===== config.mk =====
export PLATFORM = sky130hd
export DESIGN_NAME = mem_bus_arbiter
export DESIGN_NICKNAME = d
export VERILOG_FILES = /design/src/rtl/mem_bus_arbiter.sv
export SDC_FILE = /design/constraint.sdc
export NUM_CORES = 1
export LEC_CHECK = 0
export ABC_AREA = 0
export CAP_MARGIN = 20
export CORE_AREA = 2 2 121 123
export DETAILED_ROUTE_END_ITERATION = 6
export DIE_AREA = 0 0 123 125
export PLACE_DENSITY = 0.51
export SLEW_MARGIN = 30
export SYNTH_ARGS = -nofsm -noshare
export SYNTH_HDL_FRONTEND = slang
export SYNTH_SLANG_ARGS = --single-unit
export TNS_END_PERCENT = 5

===== constraint.sdc =====
create_clock -name clk -period 2.82 [get_ports clk]
set_input_delay 0.705 -clock clk [delete_from_list [all_inputs] [get_ports clk]]
set_output_delay 0.705 -clock clk [all_outputs]
set_load 0.05 [all_outputs]

===== src/rtl/mem_bus_arbiter.sv =====
// mem_bus_arbiter: two-master, one-slave arbiter for the picorv32 native bus.
// Master 0 is the CPU and master 1 is the DMA/USB engine. Grants are held for a
// whole transaction, until the slave's ready. One IDLE bubble separates grants.
// Optional feature macro: ARB_TIMEOUT_EN. When it is defined, a stalled slave
// forces completion after TIMEOUT_CYCLES. The forced completion returns
// all-ones read data and pulses bus_err.
//
// state | meaning
// IDLE  | no owner, slave port quiet, choosing the next owner
// OWN0  | master 0 owns the slave port until s_ready (or timeout)
// OWN1  | master 1 owns the slave port until s_ready (or timeout)
module mem_bus_arbiter #(
    parameter int unsigned FIXED_PRIORITY = 0,
    parameter int unsigned TIMEOUT_CYCLES = 255
) (
    input  logic        clk,
    input  logic        resetn,
    input  logic        m0_valid,
    input  logic [31:0] m0_addr,
    input  logic [31:0] m0_wdata,
    input  logic [3:0]  m0_wstrb,
    output logic [31:0] m0_rdata,
    output logic        m0_ready,
    input  logic        m1_valid,
    input  logic [31:0] m1_addr,
    input  logic [31:0] m1_wdata,
    input  logic [3:0]  m1_wstrb,
    output logic [31:0] m1_rdata,
    output logic        m1_ready,
    output logic        s_valid,
    output logic [31:0] s_addr,
    output logic [31:0] s_wdata,
    output logic [3:0]  s_wstrb,
    input  logic [31:0] s_rdata,
    input  logic        s_ready,
    output logic [1:0]  grant,
    output logic        bus_err
);

    typedef enum logic [1:0] {
        IDLE = 2'd0,
        OWN0 = 2'd1,
        OWN1 = 2'd2
    } state_t;

    state_t     state;
    logic [1:0] grant_q;
    logic       last;
    logic       own0;
    logic       own1;
    logic       timeout;
    logic       done;
    logic       pick1;

    assign own0 = (state == OWN0);
    assign own1 = (state == OWN1);

`ifdef ARB_TIMEOUT_EN
    logic [7:0] wait_cnt;

    // Count stalled owning cycles; the counter sits at zero in IDLE.
    // So it starts from zero on every new grant.
    always_ff @(posedge clk) begin
        if (!resetn) begin
            wait_cnt <= 8'd0;
        end else if (state == IDLE) begin
            wait_cnt <= 8'd0;
        end else if (!s_ready) begin
            wait_cnt <= wait_cnt + 8'd1;
        end
    end

    // A ready from the slave in the expiry cycle takes precedence over the timeout.
    assign timeout = (own0 || own1) && !s_ready && (wait_cnt == 8'(TIMEOUT_CYCLES));
`else
    logic unused_timeout_cycles;
    assign unused_timeout_cycles = ^TIMEOUT_CYCLES;
    assign timeout = 1'b0;
`endif

    assign done    = (own0 || own1) && (s_ready || timeout);
    assign bus_err = timeout;

    // When both masters contend, m1 wins only in round-robin mode with m0 served last.
    assign pick1 = m1_valid && (!m0_valid || ((FIXED_PRIORITY == 0) && !last));

    // Ownership FSM; the grant register tracks the state one-hot.
    always_ff @(posedge clk) begin
        if (!resetn) begin
            state   <= IDLE;
            grant_q <= 2'b00;
            last    <= 1'b1;
        end else begin
            case (state)
                IDLE: begin
                    if (m0_valid || m1_valid) begin
                        if (pick1) begin
                            state   <= OWN1;
                            grant_q <= 2'b10;
                        end else begin
                            state   <= OWN0;
                            grant_q <= 2'b01;
                        end
                    end
                end
                OWN0, OWN1: begin
                    if (done) begin
                        state   <= IDLE;
                        grant_q <= 2'b00;
                        last    <= own1;
                    end
                end
                default: begin
                    state   <= IDLE;
                    grant_q <= 2'b00;
                end
            endcase
        end
    end

    assign grant = grant_q;

    // The slave port follows the owner; it is driven to zero when there is no owner.
    always_comb begin
        s_valid = own0 || own1;
        s_addr  = 32'd0;
        s_wdata = 32'd0;
        s_wstrb = 4'd0;
        if (own0) begin
            s_addr  = m0_addr;
            s_wdata = m0_wdata;
            s_wstrb = m0_wstrb;
        end else if (own1) begin
            s_addr  = m1_addr;
            s_wdata = m1_wdata;
            s_wstrb = m1_wstrb;
        end
    end

    // Completion and read data pass straight through to the owner only.
    always_comb begin
        m0_ready = own0 && done;
        m1_ready = own1 && done;
        m0_rdata = 32'd0;
        m1_rdata = 32'd0;
        if (own0) begin
            m0_rdata = timeout ? 32'hFFFF_FFFF : s_rdata;
        end
        if (own1) begin
            m1_rdata = timeout ? 32'hFFFF_FFFF : s_rdata;
        end
    end

endmodule

==> key figures, run 1 <==
Outcome
  • Status: finished clean

Routing
  • Vias: 3181
  • Wirelength, routed: 11400 µm
  • Via density: around 4
  • Routed len/inst: 14.3 µm
  • DRT iter0 DRCs: between 90 and 100
  • # DRC: 0
  • Post-DRT Antenna Nets: 0
  • Detailed Routing Iterations Pass 1: 4

Setup path
  • CP startpoint kind: flip-flop
  • Critical path peak fanout: 5
  • R2R depth: 5
  • Worst Path Required: 2120 ps
  • R2r endpoint: grant[1]$_SDFFE_PN0P_
  • Worst setup path class: reg -> out
  • R2R setup slack: 1170 ps
  • CP Data Arrival Time: 1970 ps
  • FF-to-FF Start: grant[0]$_SDFFE_PN0P_
  • Critical Path End Type: output pin
  • Worst setup startpoint: grant[0]$_SDFFE_PN0P_

Clock network
  • Post-cts sizing count: 0
  • Worst-path clk slew: about 30 ps
  • Setup bufs post-CTS: 0
  • Clock buffer depth: 2
  • H-tree levels: 1
  • Hold_buf cts: 0
  • TritonCTS clock tree: done
  • Clk sinks: 3
  • CTS Root Buffer Type: clkbuf_16
  • CTS buffer count: 3
  • Worst-Skew Late Latency: 220 ps

Synthesis
  • Post-synth top cells: 135 x nand2_1, 65 x and2_1, 37 x o21ai_0, 28 x o21ai_1, 12 x clkbuf_1
  • Synth area leader: nand2_1
  • FFs w/ async S/R, synth: 0%
  • Avg Cell Area, Syn: 5.27 µm²
  • Syn nets: 498
  • Yosys top cell area share: between 30% and 40%
  • Synth Cell Area: 0.00169 mm²
  • Post-synthesis sequential area ratio: under 10%
  • Main area contributors after synthesis: nand2_1 30%, and2_1 24%, o21ai_0 11%, o21ai_1 8.3%, buf_6 6.7%
  • Post-synth EDFFs: 0
  • Most frequent cell after synthesis: nand2_1
  • Main synth FF type: dfxtp_1
  • Number of library cell types mapped by synthesis: 22
  • Cells after Synth: 320
  • Synth Register Bits: 3
  • Warnings, synthesis: 0

Floorplanning
  • Initial Util: a little under an eighth
  • # IOs: between 300 and 400
  • Die W: around 120 µm
  • Die height: 125 µm
  • Std cell rows: 44
  • Core area: roughly 0.014 mm²
  • Die area: 0.0154 mm²

Place
  • Gp weighted congestion: between 0.8 and 0.9
  • PortBufs: 309
  • Cells after DPL: ~790
  • Detailed Place HPWL: 9440 µm

STA
  • Worst slew pin tran: roughly 530 ps
  • Max Freq: 0.373 GHz
  • Tcrit/Tclk final: 95.0%
  • Count of final hold-check violations: 0
  • Slew HR: 64.8%
  • Max-slew violation count: 0
  • Final setup fails: 0
  • Skew final: 1.28 ps
  • Final worst path period need: 2680 ps
  • RSZ-0062 raised after global routing: false

Pwr
  • Final Power: 3.23 mW
  • P per Cell Area: 506 mW/mm²
  • Static Leak: 2.46 nW
  • Peak VDD IR: 0.000263 V

Finish
  • Layout cells sized above 1: 24.6%
  • Post-Layout Cell Count: approximately 800
  • Inserted Diodes: 0
  • Synthesis-to-layout area growth: 279%
  • Fin nets: 794
  • Layout fillers: 1334

Job
  • Max Cap Viol: 0

GRT
  • Grt total ovfl: 0
  • First-pass GRT wire length: between 15000 and 20000 µm
  • Initial antenna violation count: 0
  • Vias in the first global route: 3305
  • GRT Util Overall: 13.6%
  • Largest net degree at the start of global routing: 54

Hold path
  • Hold depth: 2
  • Hold Crit Class: reg -> reg
  • Hold_sp: last$_SDFFE_PN1P_
  • Worst hold endpoint: last$_SDFFE_PN1P_
[registers in the layout, indices dropped and copies added (netlist names)]
register and flops:
last 1, grant 2
[worst max-delay path, cell delays in order, from the launching register on]
cell and delay [ps]:
dfxtp_1 440, inv_1 130, ha_1 350, clkdlybuf4s50_1 820
[layer usage]
layer  track usage (%)  vias up  wire (µm)
met2              26.1      188       5820
met4              1.87        0        108
met1              13.0     1389       3820
met3              7.21        4       1660
met5                 0        -          0
li1                  -     1600          -
[worst max-delay path by stage]
stage | slack, ps | cells after the start | end
after detailed placement | 300 | 5 | s_wdata[1]
final | 140 | 3 | s_valid
after global routing | 70 | 3 | s_valid
after global placement | 270 | 5 | s_wdata[1]
after CTS | 100 | 7 | s_wdata[1]
after floorplan | -350 | 5 | s_addr[0]
[cell families (layout without fill, tap and decap cells)]
group	Yosys count	in the layout	synth area share, %
buffers and inverters	32	327	12.9
adders and majority gates	5	5	3.71
other	1	1	0.223
AOI/OAI and AO/OA	70	70	21.8
muxes	2	2	1.19
DFF	3	3	3.56
and+or+nand+nor	207	207	56.6
[final cells by class]
type	instances	area [µm²]	area share, %
inverter	2	7.51	0.118
timing repair buffer	321	4580	71.8
multi-input combinational	285	1420	22.3
sequential	3	60.1	0.941
tap	184	230	3.61
clock buffer	4	78.8	1.24
[through the flow]
step,instance area [µm²],hold slack [ps],TNS [ps],setup WS [ps],util [%]
2_1_floorplan,1690,438,-12700,-347,-
5_1_grt,6380,517,0,73.4,44.9
3_5_place_dp,6270,468,0,304,44.2
3_3_place_gp,6270,449,0,270,44.2
6_report,6380,483,0,142,44.9
4_1_cts,6350,477,0,97.9,44.7
[cell usage in the layout (no fill, tap or decap), drive strengths merged]
master,count
or2,1
nor2,1
dfxtp,3
o21ai,65
conb,1
buf,146
and3,1
nand3b,1
nor2b,2
mux2i,2
ha,5
clkbuf,4
and2,65
a21bo,1
inv,2
nand2,135
clkdlybuf4s50,175
a21oi,1
nand3,1
a22o,3
[report_power, final]
group          internal [mW]  total [mW]  leakage, nW  switching [mW]
logic                   1.36        2.94         2.40            1.58
clock network          0.187       0.226       0.0382          0.0392
registers             0.0503      0.0609       0.0247          0.0106
Power figures use the tool's default switching activity.
==> inputs of run 2 (changes only) <==
--- a/config.mk
+++ b/config.mk
@@ -5,12 +5,12 @@
 export SDC_FILE = /design/constraint.sdc
 export NUM_CORES = 1
 export LEC_CHECK = 0
-export ABC_AREA = 0
+export ABC_AREA = 1
 export CAP_MARGIN = 20
-export CORE_AREA = 2 2 121 123
+export CORE_AREA = 2 2 119 121
 export DETAILED_ROUTE_END_ITERATION = 6
-export DIE_AREA = 0 0 123 125
-export PLACE_DENSITY = 0.51
+export DIE_AREA = 0 0 121 123
+export PLACE_DENSITY = 0.54
 export SLEW_MARGIN = 30
 export SYNTH_ARGS = -nofsm -noshare
 export SYNTH_HDL_FRONTEND = slang
==> constraint.sdc (replaced) <==
create_clock -name clk -period 3.1 [get_ports clk]
set_input_delay 0.775 -clock clk [delete_from_list [all_inputs] [get_ports clk]]
set_output_delay 0.775 -clock clk [all_outputs]
set_load 0.05 [all_outputs]
==> key figures, run 2 <==
Routing
  • Wirelength, routed: 12100 µm (was 11400 µm)
  • Detailed Routing Iterations Pass 1: 4 (unchanged)
  • Via density: 4.05 (was 3.98)
  • # DRC: 0 (unchanged)
  • Post-DRT Antenna Nets: 0 (unchanged)
  • DRT iter0 DRCs: 101 (was 94)
  • Vias: 3504 (was 3181)
  • Routed len/inst: 13.9 µm (was 14.3 µm)

Job
  • Max Cap Viol: 0 (unchanged)

Place
  • Cells after DPL: 861 (was 794)
  • Detailed Place HPWL: 10100 µm (was 9440 µm)
  • Gp weighted congestion: 0.782 (was 0.843)
  • PortBufs: 309 (unchanged)
  • Placed instance area: 0.00615 mm² (was 0.00627 mm²)

STA
  • Slew HR: 52.3% (was 64.8%)
  • Max Freq: ~0.36 GHz
  • RSZ-0062 raised after global routing: false (unchanged)
  • Tcrit/Tclk final: 90.0%
  • Worst slew pin tran: 716 ps (was 527 ps)
  • Count of final hold-check violations: 0 (unchanged)
  • Skew final: 1.31 ps (was 1.28 ps)
  • Final setup fails: 0 (unchanged)
  • Max-slew violation count: 0 (unchanged)
  • Final worst path period need: 2790 ps
  • Setup TNS Final: 0 ps (unchanged)

Finish
  • Layout cells sized above 1: 24.1% (was 24.6%)
  • Max reg flops: 2 (unchanged)
  • Synthesis-to-layout area growth: 231% (was 279%)
  • Multi-input gate area: 0.00136 mm² (was 0.00142 mm²)
  • Layout fillers: 1316 (was 1334)
  • Post-route cell area: 0.00623 mm² (was 0.00638 mm²)
  • Most frequent cells in the layout: 210 x nand2_1, 175 x clkdlybuf4s50_1, 116 x buf_12, 69 x inv_1, 52 x nand3_1 (was 175 x clkdlybuf4s50_1, 137 x buf_12, 135 x nand2_1, 65 x and2_1, 37 x o21ai_0)
  • Most common cell after layout, fill and taps aside: nand2_1 (was clkdlybuf4s50_1)
  • Register area: 60.1 µm² (unchanged)
  • Inserted Diodes: 0 (unchanged)
  • Fin nets: 864 (was 794)
  • Post-Layout Cell Count: 865 (was 799)

Synthesis
  • FFs w/ async S/R, synth: 0% (unchanged)
  • Post-synth EDFFs: 0 (unchanged)
  • Warnings, synthesis: 0 (unchanged)
  • Avg Cell Area, Syn: 4.73 µm² (was 5.27 µm²)
  • Post-synthesis sequential area ratio: 3.19% (was 3.56%)
  • Main synth FF type: dfxtp_1 (unchanged)
  • Most frequent cell after synthesis: nand2_1 (unchanged)
  • Number of library cell types mapped by synthesis: 16 (was 22)
  • Cells after Synth: 398 (was 320)
  • Yosys top cell area share: 41.9% (was 30.1%)
  • Main area contributors after synthesis: nand2_1 42%, nand3_1 14%, inv_1 14%, nand3_2 11%, buf_2 5.1% (was nand2_1 30%, and2_1 24%, o21ai_0 11%, o21ai_1 8.3%, buf_6 6.7%)
  • Synth Cell Area: 0.00188 mm² (was 0.00169 mm²)
  • Synth area leader: nand2_1 (unchanged)
  • Syn nets: 576 (was 498)
  • Synth Register Bits: 3 (unchanged)
  • Post-synth top cells: 210 x nand2_1, 69 x inv_1, 52 x nand3_1, 20 x nand3_2, 19 x buf_2 (was 135 x nand2_1, 65 x and2_1, 37 x o21ai_0, 28 x o21ai_1, 12 x clkbuf_1)

Setup path
  • FF-to-FF Start: grant[0]$_SDFFE_PN0P_ (unchanged)
  • CP Data Arrival Time: 2010 ps (was 1970 ps)
  • CP startpoint kind: flip-flop (unchanged)
  • Worst Path Required: 2320 ps (was 2120 ps)
  • R2r endpoint: grant[0]$_SDFFE_PN0P_ (was grant[1]$_SDFFE_PN0P_)
  • Critical Path End Type: output pin (unchanged)
  • R2R depth: 6 (was 5)
  • R2R setup slack: 1660 ps (was 1170 ps)
  • Critical path peak fanout: 33 (was 5)
  • Worst setup path class: reg -> out (unchanged)

Floorplanning
  • Initial Util: 13.8% (was 11.9%)
  • Die height: 123 µm (was 125 µm)
  • Core area: 0.0136 mm² (was 0.0142 mm²)
  • # IOs: 311 (unchanged)
  • Die W: 121 µm (was 123 µm)
  • Std cell rows: 43 (was 44)
  • Die area: 0.0149 mm² (was 0.0154 mm²)

Hold path
  • Hold Crit Class: reg -> reg (unchanged)
  • Hold_sp: last$_SDFFE_PN1P_ (unchanged)
  • Worst hold endpoint: last$_SDFFE_PN1P_ (unchanged)
  • Hold depth: 2 (unchanged)

Clock network
  • Worst-path clk slew: 30 ps (about the same)
  • CTS Root Buffer Type: clkbuf_16 (unchanged)
  • Worst-Skew Late Latency: 220 ps (about the same)
  • Clock buffer depth: 2 (unchanged)
  • CTS buffer count: 3 (unchanged)
  • Hold_buf cts: 0 (unchanged)
  • TritonCTS clock tree: done (unchanged)
  • Setup bufs post-CTS: 0 (unchanged)
  • Clk sinks: 3 (unchanged)
  • Post-cts sizing count: 0 (unchanged)
  • H-tree levels: 1 (unchanged)

Pwr
  • Flop pwr share: 1.3% (was 1.9%)
  • Static Leak: 3.21 nW (was 2.46 nW)
  • Internal power consumption: 2.50 mW (was 1.60 mW)
  • Clock network power share: 3.6% (was 7.0%)
  • Sw Pwr: 3.19 mW (was 1.63 mW)
  • Peak VDD IR: 0.000497 V (was 0.000263 V)
  • Switching part of the total: 56.1% (was 50.4%)
  • Combinational fraction of design power: 95.1% (was 91.1%)
  • P per Cell Area: 913 mW/mm² (was 506 mW/mm²)

GRT
  • Vias in the first global route: 3285 (was 3305)
  • First-pass GRT wire length: 17600 µm (was 16800 µm)
  • GRT Util Overall: 14.8% (was 13.6%)
  • Grt total ovfl: 0 (unchanged)
  • Largest net degree at the start of global routing: 69 (was 54)
  • Initial antenna violation count: 1 (was 0)

Outcome
  • Status: finished clean (unchanged)
-- run 2: cell type report --
| type | instances | area share (%) |
|---|---|---|
| repair buffers | 314 | 68.1 |
| multi-input cells | 294 | 21.8 |
| inverters | 70 | 4.26 |
| well taps | 180 | 3.61 |
| clock buffers | 4 | 1.26 |
| flip-flops and latches | 3 | 0.963 |
-- run 2: routing by layer --
layer	global-route usage, %	routed length, µm
met1	15.7	4240
met2	28.3	6210
met3	5.58	1440
met4	2.18	150
met5	0	13
-- run 2: worst max-delay path, cell delays in order (launching register included) --
cell     delay [ps]
dfxtp_1         350
inv_1           180
ha_4            410
buf_4           340
nand3_1         170
nand2_1         170
buf_12          150
-- run 2: cells by family (layout without fill, tap and decap cells) --
| logic type | after synthesis | in the layout | synth area share (%) |
|---|---|---|---|
| AOI/OAI and AO/OA | 2 | 2 | 0.665 |
| adders and majority gates | 5 | 5 | 3.32 |
| buffers and inverters | 101 | 388 | 25.5 |
| DFF | 3 | 3 | 3.19 |
| other | 1 | 1 | 0.199 |
| and+or+nand+nor | 286 | 286 | 67.2 |
-- run 2: through the flow --
| step | util [%] | setup WS, ps | hold WS (ps) | total power, mW |
|---|---|---|---|---|
| after floorplan | - | 363 | 429 | 2.92 |
| after global placement | 45.2 | 494 | 446 | 5.50 |
| after detailed placement | 45.2 | 495 | 461 | 5.54 |
| after CTS | 45.8 | 253 | 467 | 5.76 |
| after global routing | 45.8 | 153 | 503 | 5.95 |
| final | 45.8 | 310 | 465 | 5.69 |
-- run 2: worst max-delay path by stage --
stage	from	end	slack, ps	depth (start not counted)
CTS	grant[0]$_SDFFE_PN0P_	s_wstrb[2]	250	6
detailed placement	grant[0]$_SDFFE_PN0P_	s_wstrb[2]	500	6
global route	grant[1]$_SDFFE_PN0P_	s_wdata[4]	150	6
finish	grant[0]$_SDFFE_PN0P_	s_wstrb[2]	310	6
global placement	grant[0]$_SDFFE_PN0P_	s_wstrb[2]	490	6
floorplan	grant[0]$_SDFFE_PN0P_	m1_ready	360	4
-- run 2: power groups by stage --
stage | registers [mW] | clock network, mW | logic [mW]
after global routing | 0.0762 | 0.216 | 5.66
final | 0.0728 | 0.205 | 5.42
after CTS | 0.0747 | 0.209 | 5.48
after detailed placement | 0.0748 | 0 | 5.47
after global placement | 0.0727 | 0 | 5.42
after floorplan | 0.101 | 0 | 2.82
==> inputs of run 3 (changes only) <==
--- a/config.mk
+++ b/config.mk
@@ -11,6 +11,7 @@
 export DETAILED_ROUTE_END_ITERATION = 6
 export DIE_AREA = 0 0 121 123
 export PLACE_DENSITY = 0.54
+export SETUP_SLACK_MARGIN = 0.4
 export SLEW_MARGIN = 30
 export SYNTH_ARGS = -nofsm -noshare
 export SYNTH_HDL_FRONTEND = slang
==> key figures, run 3 (synthesis results as in run 2) <==
STA
  • Tcrit/Tclk final: 83.2% (was 90.0%)
  • Max Freq: 0.388 GHz (was 0.358 GHz)
  • Final setup fails: 0 (unchanged)
  • Slew HR: 63.8% (was 52.3%)
  • Worst slew pin tran: 541 ps (was 716 ps)
  • Setup TNS Final: 0 ps (unchanged)
  • Count of final hold-check violations: 0 (unchanged)
  • RSZ-0062 raised after global routing: true (was false)
  • Max-slew violation count: 0 (unchanged)
  • Final worst path period need: 2580 ps (was 2790 ps)
  • Skew final: 3.08 ps (was 1.31 ps)

Floorplanning
  • Die W: 121 µm (unchanged)
  • Core area: 0.0136 mm² (unchanged)
  • Die area: 0.0149 mm² (unchanged)
  • Std cell rows: 43 (unchanged)
  • # IOs: 311 (unchanged)
  • Die height: 123 µm (unchanged)
  • Initial Util: 13.8% (unchanged)

Finish
  • Synthesis-to-layout area growth: 229% (was 231%)
  • Most common cell after layout, fill and taps aside: nand2_1 (unchanged)
  • Most frequent cells in the layout: 210 x nand2_1, 174 x clkdlybuf4s50_1, 108 x buf_12, 69 x inv_1, 52 x nand3_1 (was 210 x nand2_1, 175 x clkdlybuf4s50_1, 116 x buf_12, 69 x inv_1, 52 x nand3_1)
  • Layout cells sized above 1: 24.5% (was 24.1%)
  • Post-route cell area: 0.00620 mm² (was 0.00623 mm²)
  • Multi-input gate area: 0.00137 mm² (was 0.00136 mm²)
  • Register area: 61.3 µm² (was 60.1 µm²)
  • Max reg flops: 2 (unchanged)
  • Fin nets: 865 (was 864)
  • Layout fillers: 1323 (was 1316)

Pwr
  • P per Cell Area: 923 mW/mm² (was 913 mW/mm²)
  • Peak VDD IR: 0.000479 V (was 0.000497 V)
  • Static Leak: 3.22 nW (was 3.21 nW)

Hold path
  • Worst hold endpoint: last$_SDFFE_PN1P_ (unchanged)
  • Hold Crit Class: reg -> reg (unchanged)
  • Hold depth: 2 (unchanged)
  • Hold_sp: last$_SDFFE_PN1P_ (unchanged)

Routing
  • # DRC: 0 (unchanged)
  • Wirelength, routed: 12200 µm (was 12100 µm)
  • Vias: 3471 (was 3504)
  • Post-DRT Antenna Nets: 0 (unchanged)
  • Detailed Routing Iterations Pass 1: 4 (unchanged)
  • Via density: 4.00 (was 4.05)
  • Routed len/inst: 14.1 µm (was 13.9 µm)
  • DRT iter0 DRCs: 148 (was 101)

Setup path
  • CP Data Arrival Time: 1800 ps (was 2010 ps)
  • Critical Path End Type: output pin (unchanged)
  • Slowest stage delay, CP: 390 ps (was 410 ps)
  • R2r endpoint: grant[0]$_SDFFE_PN0P_ (unchanged)
  • CP delay by family, top: buffers and inverters (unchanged)
  • Worst setup path class: reg -> out (unchanged)
  • Bufs and invs on worst path: 3 (unchanged)
  • Critical path peak fanout: 45 (was 33)
  • FF-to-FF Start: grant[0]$_SDFFE_PN0P_ (unchanged)
  • CP startpoint kind: flip-flop (unchanged)
  • Slowest CP cell: buf_4 (was ha_4)
  • Worst Path Required: 2320 ps (about the same)
  • Cell-by-cell trace of the critical path: inv_1, ha_4, buf_4, nand3_1, nand2_1, buf_12 (unchanged)
  • R2R depth: 7 (was 6)
  • R2R setup slack: 1730 ps (was 1660 ps)

Clock network
  • CTS buffer count: 3 (unchanged)
  • Clock buffer depth: 2 (unchanged)
  • CTS Root Buffer Type: clkbuf_16 (unchanged)
  • Clk sinks: 3 (unchanged)
  • TritonCTS clock tree: done (unchanged)
  • Worst-Skew Late Latency: 230 ps (was 220 ps)
  • Hold_buf cts: 0 (unchanged)
  • Worst-path clk slew: 30 ps (about the same)
  • Setup bufs post-CTS: 0 (unchanged)
  • H-tree levels: 1 (unchanged)

GRT
  • Largest net degree at the start of global routing: 68 (was 69)
  • Grt total ovfl: 0 (unchanged)
  • Vias in the first global route: 3316 (was 3285)
  • Initial antenna violation count: 2 (was 1)
  • GRT Util Overall: 14.7% (was 14.8%)
  • First-pass GRT wire length: 17600 µm (about the same)

Place
  • Placed instance area: 0.00607 mm² (was 0.00615 mm²)
  • Gp weighted congestion: 0.850 (was 0.782)
  • PortBufs: 309 (unchanged)
  • Detailed Place HPWL: 10100 µm (about the same)

Outcome
  • Status: finished clean (unchanged)

Job
  • Max Cap Viol: 0 (unchanged)
run 3: metal layers:
layer	up-vias	global-route usage (%)	share of wire (%)
met5	-	0	0.11
met4	2	4.00	2.1
met3	18	4.89	11
met2	200	27.9	51
met1	1500	15.4	35
li1	1751	-	-
run 3: how the worst max path moves through the flow:
stage / from / endpoint / slack (ps) / cells after the start
2_1_floorplan: grant[1]$_SDFFE_PN0P_ / s_addr[16] / 460 / 8
3_3_place_gp: grant[1]$_SDFFE_PN0P_ / s_wdata[28] / 560 / 7
3_5_place_dp: grant[1]$_SDFFE_PN0P_ / s_wdata[28] / 520 / 7
4_1_cts: grant[1]$_SDFFE_PN0P_ / s_wdata[28] / 290 / 7
5_1_grt: grant[0]$_SDFFE_PN0P_ / m1_rdata[19] / 390 / 6
6_report: grant[0]$_SDFFE_PN0P_ / s_wdata[6] / 520 / 6
run 3: through the flow:
stage	hold slack (ps)	worst slack [ps]	utilization, %	power (mW)	cells
after detailed placement	462	521	44.6	5.50	861
after floorplan	429	455	-	2.93	398
after CTS	471	286	45.2	5.73	865
after global placement	440	559	44.6	5.46	861
after global routing	528	394	45.5	5.97	866
final	467	521	45.5	5.72	867
run 3: layout make-up:
| type | count | share of cell area, % |
|---|---|---|
| Timing Repair Buffer | 315 | 67.7 |
| Multi-Input combinational cell | 294 | 22.1 |
| Inverter | 70 | 4.28 |
| Tap cell | 180 | 3.63 |
| Clock buffer | 4 | 1.27 |
| Sequential cell | 3 | 0.989 |
| Antenna cell | 1 | 0.0404 |
run 3: report_power, final:
group	leakage (nW)	switching, mW	internal [mW]	total, mW
Clock	0.0382	0.0378	0.170	0.208
Combinational	3.15	3.15	2.28	5.44
Sequential	0.0252	0.0197	0.0549	0.0747
Total	3.22	3.21	2.51	5.72
run 3: repair_timing:
| action | CTS | global route |
|---|---|---|
| cloned | 0 | 1 |
| pin swaps | 0 | 0 |
| endpoints found under the setup margin | 68 | 68 |
| resized for setup | 1 | 3 |
run 3: tightest hold or removal path, delay by kind of cell (launching register included):
| kind | cells | cell delay [ps] |
|---|---|---|
| and+or+nand+nor | 2 | 110 |
| DFF | 1 | 320 |
